## config.mk

```make
export PLATFORM = sky130hd
export DESIGN_NAME = word36_to_dibit_serializer
export DESIGN_NICKNAME = d
export VERILOG_FILES = /design/src/rtl/word36_to_dibit_serializer.sv
export SDC_FILE = /design/constraint.sdc
export NUM_CORES = 1
export LEC_CHECK = 0
export ABC_AREA = 1
export CORE_MARGIN = 2
export CORE_UTILIZATION = 30
export CTS_BUF_LIST = sky130_fd_sc_hd__clkbuf_8
export CTS_CLUSTER_DIAMETER = 80
export CTS_CLUSTER_SIZE = 30
export DETAILED_ROUTE_END_ITERATION = 8
export DONT_BUFFER_PORTS = 1
export GPL_TIMING_DRIVEN = 0
export SLEW_MARGIN = 20
export SYNTH_ARGS = -nofsm -noshare
export SYNTH_HDL_FRONTEND = slang
export SYNTH_SLANG_ARGS = --single-unit
```

## constraint.sdc

```tcl
create_clock -name clk -period 3.9 [get_ports clk]
set_input_delay 0.78 -clock clk [delete_from_list [all_inputs] [get_ports clk]]
set_output_delay 0.78 -clock clk [all_outputs]
set_load 0.02 [all_outputs]
```

## src/rtl/word36_to_dibit_serializer.sv

```systemverilog
// word36_to_dibit_serializer: 32-bit word + 4 byte-parity bits in, sixteen 2-bit symbols out.
// Dibit k of a word is data[2k+1:2k]; parity is checked on acceptance and never serialized.
module word36_to_dibit_serializer #(
   parameter bit PAR_ODD   = 1'b0,
   parameter bit PAR_CHECK = 1'b1
) (
   input  logic        clk,
   input  logic        rst_n,
   input  logic        word_valid,
   output logic        word_ready,
   input  logic [31:0] word_data,
   input  logic [3:0]  word_par,
   output logic        dibit_valid,
   input  logic        dibit_ready,
   output logic [1:0]  dibit_data,
   output logic        dibit_last,
   output logic [3:0]  err_mask,
   output logic [7:0]  err_cnt,
   input  logic        clr_err,
   output logic        busy
);
   logic [31:0] sr_data, hr_data;
   logic        sr_valid, hr_valid, rdy_en;
   logic [3:0]  idx, bad;
   logic        in_xfer, out_xfer, done;

   // rdy_en keeps word_ready low through reset and for the first edge after release
   assign word_ready  = rdy_en & ~hr_valid;
   assign in_xfer     = word_valid & word_ready;
   assign out_xfer    = sr_valid & dibit_ready;
   assign done        = out_xfer & (idx == 4'd15);
   assign dibit_valid = sr_valid;
   assign dibit_data  = sr_data[{idx, 1'b0} +: 2];
   assign dibit_last  = sr_valid & (idx == 4'd15);
   assign busy        = sr_valid | hr_valid;

   for (genvar i = 0; i < 4; i++) begin : g_par
      assign bad[i] = PAR_CHECK & (word_par[i] != ((^word_data[8*i +: 8]) ^ PAR_ODD));
   end

   always_ff @(posedge clk or negedge rst_n)
      if (!rst_n) begin
         rdy_en   <= 1'b0;
         sr_valid <= 1'b0;
         sr_data  <= '0;
         idx      <= '0;
         hr_valid <= 1'b0;
         hr_data  <= '0;
      end else begin
         rdy_en <= 1'b1;
         if (done) begin
            // HR takes priority; a full HR implies no input transfer this cycle
            sr_valid <= hr_valid | in_xfer;
            sr_data  <= hr_valid ? hr_data : word_data;
            idx      <= '0;
            hr_valid <= 1'b0;
         end else begin
            if (out_xfer)
               idx <= idx + 4'd1;
            if (in_xfer && !sr_valid) begin
               sr_valid <= 1'b1;
               sr_data  <= word_data;
               idx      <= '0;
            end else if (in_xfer) begin
               hr_valid <= 1'b1;
               hr_data  <= word_data;
            end
         end
      end

   always_ff @(posedge clk or negedge rst_n)
      if (!rst_n) begin
         err_mask <= '0;
         err_cnt  <= '0;
      end else if (in_xfer && |bad) begin
         err_mask <= (clr_err ? 4'h0 : err_mask) | bad;
         err_cnt  <= clr_err ? 8'd1 : (&err_cnt ? err_cnt : err_cnt + 8'd1);
      end else if (clr_err) begin
         err_mask <= '0;
         err_cnt  <= '0;
      end
endmodule

```

==> flow_summary.json, run 1 <==
{
  "post-route-util": 0.332,
  "worstSetupStartpointType": "flip-flop",
  "placed_cells": 786,
  "vias_per_cell": 4.83,
  "core_um2": 15000,
  "gr-total-overflow": 0,
  "pwr-share-comb": 0.336,
  "arrival_ps": 2210,
  "nNetsFinal": 652,
  "numClockSinks": 83,
  "swShare": 0.388,
  "dr.first_iter.drc_count": 207,
  "p_seq_frac": 0.460,
  "hold_class": "input pin to async pin",
  "drive_gt1_frac": 0.0879,
  "finalHoldViolations": 0,
  "cts_resized": 0,
  "clock_latency_ps": 370,
  "io_buffer_count": 0,
  "crit_fanout": 10,
  "grt_pass1_vias": 3715,
  "tightestPinTransition_ps": 523,
  "cts_root_buffer": "clkbuf_8",
  "die_h_um": 127,
  "cp-end-kind": "output port",
  "ys_seq_elements": 83,
  "seqCellArea_um2": 2080,
  "drc": 0,
  "vias": 3873,
  "async_reset_ff_frac": 1.00,
  "synthTopCellsByArea": "dfrtp_1 (46%), nand2_1 (14%), nand3_1 (8.3%), o21ai_0 (6.6%), inv_1 (5.5%)",
  "synth_ff_type": "dfrtp_1",
  "fin_tns_setup_ps": 0,
  "yosysTopAreaCell": "dfrtp_1",
  "critPathKind": "flip-flop to output port",
  "hpwl_mm": 8.95,
  "outcome": "complete, no violations",
  "postRouteAntennaNets": 0,
  "grt_max_degree": 84,
  "cts_tree": "done",
  "fmaxAchievable_ghz": 0.334,
  "row_count": 45,
  "synthCells": 598,
  "rsz0062_at_grt": "no",
  "htreeDepth": 3,
  "fill_cells": 1559,
  "avgSynthCellArea_um2": 7.62,
  "cts_buffer_depth": 2,
  "irDropWorstVdd_mv": 0.164,
  "gp_congestion": 0.899,
  "wl_per_cell_um": 15.0,
  "crit_required_ps": 3120,
  "die_w_um": 127,
  "gr-usage-all-layers": 0.155,
  "setup_viol": 0,
  "synth_area_um2": 4560,
  "drtPass1Iterations": 5,
  "p_leak_uw": 0.00255,
  "wl_mm": 12.1,
  "ioPinCount": 59,
  "grt_pass1_wl_mm": 19.7,
  "min_period_ps": 2990,
  "dieArea_um2": 16200,
  "finalCritPeriodShare": 0.768,
  "yosysWarnings": 0,
  "multiInputGateArea_um2": 2030,
  "maxSlewHeadroom": 0.652,
  "instances_no_fill": 802,
  "synth_top_area_share": 0.456,
  "start_util": 0.303,
  "cts_hold_buffers": 0,
  "post-synth-top-count-cell": "nand2_1",
  "drv_cap": 0,
  "antenna_cells": 0,
  "power_density_nw_per_um2": 617,
  "skew_ps": 6.57,
  "p_int_uw": 1880,
  "power_frac_clock": 0.204,
  "synth_edf_count": 0,
  "area.growth.synth_to_final_pct": 9.41,
  "final-max-slew-violation-count": 0,
  "antenna_found_initial": 0,
  "cts_inserted_buffers": 9,
  "post_cts_buffers": 0,
  "synth.distinct_cells": 35,
  "clk_pin_slew_ps": 80,
  "ys_top_cells_by_count": "nand2_1 (176), dfrtp_1 (83), nand3_1 (76)",
  "ys_seq_area_frac": 0.456,
  "power_switching_uw": 1200,
  "syn_nets": 641
}
-- through the flow --
step | setup slack, ps | hold slack, ps | total power [uW] | area, um2
after floorplan | 1730 | 454 | 2170 | 4560
after global routing | 651 | 82.8 | 3330 | 4990
after detailed placement | 1280 | 475 | 2470 | 4790
after global placement | 1270 | 468 | 2450 | 4790
final | 906 | 99.3 | 3080 | 4990
after CTS | 875 | 90.9 | 3100 | 4990
-- flip-flops by register name, summed over array words and instances, names as in the netlist --
name	flops
hr_valid	1
err_mask	4
sr_data	32
err_cnt	8
dibit_valid	1
idx	4
hr_data	32
rdy_en	1
-- logic make-up (layout without fill, tap and decap cells) --
family / Yosys count / in the layout / share of synthesized area
DFF: 83 / 83 / 0.456
and+or+nand+nor: 285 / 285 / 0.274
buffers and inverters: 102 / 118 / 0.0993
xor gates and xnor gates: 9 / 9 / 0.0173
AOI/OAI and AO/OA: 114 / 114 / 0.142
adders and majority gates: 2 / 2 / 0.00549
muxes: 2 / 2 / 0.00494
other: 1 / 1 / 0.000822
-- layout by cell type (no fill, tap or decap), types with 8 or more instances in the layout --
cell,instances
o21ai_0,60
clkbuf_1,8
inv_1,68
nand2_1,176
nand3_1,76
dfrtp_1,83
o211ai_1,17
buf_2,11
clkbuf_8,10
nor2_1,10
a21oi_1,21
-- layer usage --
metal / up-vias / share of wire / GRT usage
met1: 1837 / 0.45 / 0.200
met3: 11 / 0.047 / 0.0352
met2: 57 / 0.49 / 0.261
met5: - / 0 / 0
li1: 1968 / - / -
met4: 0 / 0.013 / 0.0465
-- power by group through the flow --
stage	clock network, uW	logic (uW)	registers [uW]
after global routing	678	1200	1460
final	629	1030	1420
after CTS	636	1050	1410
after global placement	0	1020	1420
after detailed placement	0	1040	1430
after floorplan	0	803	1370
-- critical path, cell delays in order (launching register included) --
cell and delay (ps):
dfrtp_1 350, buf_2 210, clkinv_1 260, clkbuf_1 300
a21oi_1 180, o21ai_0 100, nand3_1 90, nand3_1 90
nand3b_1 270
-- path summary, 6_finish.rpt --
| check | slack, ps | from | endpoint | depth (start not counted) |
|---|---|---|---|---|
| max | 910 | idx[0]$_DFFE_PN0P_ | dibit_data[0] | 8 |
| min | 100 | rst_n | hr_data[17]$_DFFE_PN0P_ | 0 |
| max reg2reg | 1910 | hr_valid$_DFFE_PN0P_ | hr_data[22]$_DFFE_PN0P_ | 8 |
| min reg2reg | 490 | hr_data[21]$_DFFE_PN0P_ | hr_data[21]$_DFFE_PN0P_ | 2 |
| max in group asynchronous | 3680 | rst_n | hr_data[3]$_DFFE_PN0P_ | 0 |
| min in group clk | 490 | hr_data[21]$_DFFE_PN0P_ | hr_data[21]$_DFFE_PN0P_ | 2 |
-- final cells by class --
cell class,count,area share
plain buffers,28,0.0351
multi-input cells,413,0.407
clock buffers,10,0.0276
inverters,74,0.0557
clock inverters,6,0.0113
flip-flops and latches,83,0.416
well taps,188,0.0472
(Power assumes the default switching activity.)
==> run 2: changes to the inputs <==
ABC_AREA = 0   (was 1)
clock period = 2.5 ns   (was 3.9 ns; I/O delays follow)
==> run 2 against run 1 <==
The flow now finishes with violations (setup timing). Non-clock buffer count down 5. First-iteration DRC count down 35%. Area after synthesis down 12%. Core utilization up 1.2 points. Final area down 9.5%. Routed wire length down 24%.
==> flow_summary.json, run 2 <==
{
  "fin_ws_ps": -28.0,
  "drive_gt1_frac": 0.222,
  "drc": 0,
  "synthCells": 346,
  "synth_top_area_share": 0.518,
  "synth_area_um2": 4010,
  "design_area_um2": 4520,
  "rsz0062_at_grt": "yes",
  "arrival_ps": 2030,
  "hpwl_mm": 6.52,
  "maxUsedRoutingLayer": "met4",
  "synth.distinct_cells": 37,
  "cts_root_buffer": "clkbuf_8",
  "cts_buffer_depth": 2,
  "dr_wl_met3_um": 760,
  "finalCritPeriodShare": 1.01,
  "worstSetupStartpointType": "flip-flop",
  "ioPinCount": 59,
  "fill_cells": 1328,
  "area.growth.synth_to_final_pct": 12.6,
  "core_um2": 13100,
  "r2r-start": "hr_valid$_DFFE_PN0P_",
  "io_buffer_count": 0,
  "wl_per_cell_um": 16.9,
  "clk_pin_slew_ps": 80,
  "maxSlewHeadroom": 0.636,
  "critical_path.startpoint": "idx[0]$_DFFE_PN0P_",
  "syn_nets": 389,
  "crit_fanout": 10,
  "avgSynthCellArea_um2": 11.6,
  "finalHoldViolations": 0,
  "postRouteAntennaNets": 0,
  "fmaxAchievable_ghz": 0.396,
  "irDropWorstVdd_mv": 0.400,
  "cp-end-kind": "output port",
  "critPathKind": "flip-flop to output port",
  "multiInputGateArea_um2": 1840,
  "drv_cap": 0,
  "wl_mm": 9.15,
  "skew_ps": 13.2,
  "dieArea_um2": 14300,
  "nNetsFinal": 403,
  "grt_max_degree": 84,
  "synth_edf_count": 0,
  "async_reset_ff_frac": 1.00,
  "final-max-slew-violation-count": 0,
  "drtPass1Iterations": 5,
  "wl_met2_mm": 4.36,
  "vias_per_cell": 4.82,
  "clock_latency_ps": 360,
  "synth_ff_type": "dfrtp_1",
  "post-synth-top-count-cell": "dfrtp_1",
  "grt_pass1_vias": 2695,
  "antenna_found_initial": 0,
  "hold_class": "input pin to async pin",
  "placed_cells": 522,
  "cts_tree": "done",
  "dr.first_iter.drc_count": 134,
  "placed_area_um2": 4230,
  "synthTopCellsByArea": "dfrtp_1 (52%), mux2_2 (9.8%), nand2_1 (7.0%), a22oi_1 (6.0%), mux4_2 (5.6%)",
  "vias": 2607,
  "crit_required_ps": 2000,
  "yosysTopAreaCell": "dfrtp_1",
  "gr-usage-all-layers": 0.135,
  "power_density_nw_per_um2": 1060,
  "met1_length_mm": 3.95,
  "setup_viol": 2,
  "min_period_ps": 2530,
  "antenna_cells": 0,
  "numClockSinks": 83,
  "mostFrequentLayoutCell": "dfrtp_1",
  "start_util": 0.305,
  "cp_slowest_stage_delay_ps": 580,
  "outcome": "complete, but fails checks",
  "ys_seq_elements": 83,
  "row_count": 42,
  "tightestPinTransition_ps": 545,
  "ys_top_cells_by_count": "dfrtp_1 (83), nand2_1 (75), mux2_2 (35)",
  "gp_congestion": 0.785,
  "htreeDepth": 3,
  "p_leak_uw": 0.00202,
  "gr-total-overflow": 0,
  "yosysWarnings": 0,
  "die_w_um": 120,
  "seqCellArea_um2": 2080,
  "critPathMostFrequentCell": "mux4_2",
  "grt_pass1_wl_mm": 14.8,
  "cp_num_buf_inv": 1,
  "final_cell_mix": "dfrtp_1 (83), nand2_1 (75), mux2_2 (35), a22oi_1 (32), xnor2_1 (18)",
  "cts_inserted_buffers": 9,
  "ys_seq_area_frac": 0.518,
  "cpMaxStageDelayCell": "mux4_2",
  "instances_no_fill": 541,
  "reg_top3": "hr_data: 32 flops, sr_data: 32 flops, err_cnt: 8 flops",
  "violations": "setup timing",
  "cp_cell_sequence": "clkbuf_16 -> mux4_2 -> mux4_2",
  "die_h_um": 120,
  "cp_top_family": "multiplexers"
}
[run 2: cell count changes after synthesis, moves of 14 or more]
cell	delta
nand2_1	-101
nand3_1	-73
inv_1	-63
o21ai_0	-58
mux2_2	+33
a22oi_1	+32
a21oi_1	-20
o211ai_1	-16
xnor2_1	+14
[run 2: logic make-up after synthesis]
logic type / synth area share
flip-flops: 0.518
AND/OR/NAND/NOR: 0.124
buffers and inverters: 0.0253
AO/OA/AOI/OAI: 0.0864
multiplexers: 0.159
other: 0.000935
adder cells (fa/ha/maj): 0.00624
XOR/XNOR: 0.0795
[run 2: power by group]
| part | total (uW) | leakage [uW] | switching [uW] | internal, uW |
|---|---|---|---|---|
| sequential | 2250 | 0.00103 | 358 | 1890 |
| combinational | 1520 | 0.000877 | 671 | 854 |
| clock | 993 | 0.000110 | 482 | 511 |
[run 2: final cells by class]
class | count | area share
well taps | 176 | 0.0488
clock inverters | 5 | 0.0116
clock buffers | 11 | 0.0335
plain buffers | 20 | 0.0258
flip-flops and latches | 83 | 0.460
repair buffers | 3 | 0.00942
multi-input cells | 238 | 0.407
inverters | 5 | 0.00416
[run 2: per-layer routing]
| layer | GRT usage | vias to the layer above |
|---|---|---|
| met3 | 0.0642 | 6 |
| met2 | 0.214 | 61 |
| met1 | 0.168 | 1286 |
| li1 | - | 1254 |
| met5 | 0 | - |
| met4 | 0.0287 | 0 |
[run 2: worst register-to-register path: stages, from the launching register on]
cell	delay (ps)
dfrtp_1	410
nor2b_2	300
and2_1	180
clkbuf_1	290
nand3_1	330
clkbuf_2	340
mux2_2	330
[run 2: repair_timing]
action,4_1_cts,5_1_grt
setup endpoints to repair,61,52
resized for setup,6,19
buffers inserted,1,1
hold buffers,1,0
hold endpoints to repair,83,0
[run 2: metrics by stage]
step                worst slack, ps  utilization  hold slack, ps  setup TNS [ps]  total power, uW
floorplan                      79.3            -             204               0             3350
global route                   -104        0.344            30.5            -192             5100
finish                        -28.0        0.344            33.1           -54.2             4770
global placement               -199        0.322             208           -4710             3650
CTS                           -66.3        0.342            43.9            -128             4810
detailed placement             -222        0.322             207           -7320             3730
[run 2: final timing paths]
kind	to	slack [ps]	depth (start not counted)
max in group asynchronous	hr_data[18]$_DFFE_PN0P_	2120	1
worst max register to register	hr_data[26]$_DFFE_PN0P_	200	6
worst max-delay path	dibit_data[0]	-30	3
worst min-delay path	sr_data[5]$_DFFE_PN0P_	30	1
min in group clk	sr_data[12]$_DFFE_PN0P_	250	2
worst min register to register	sr_data[9]$_DFFE_PN0P_	490	2
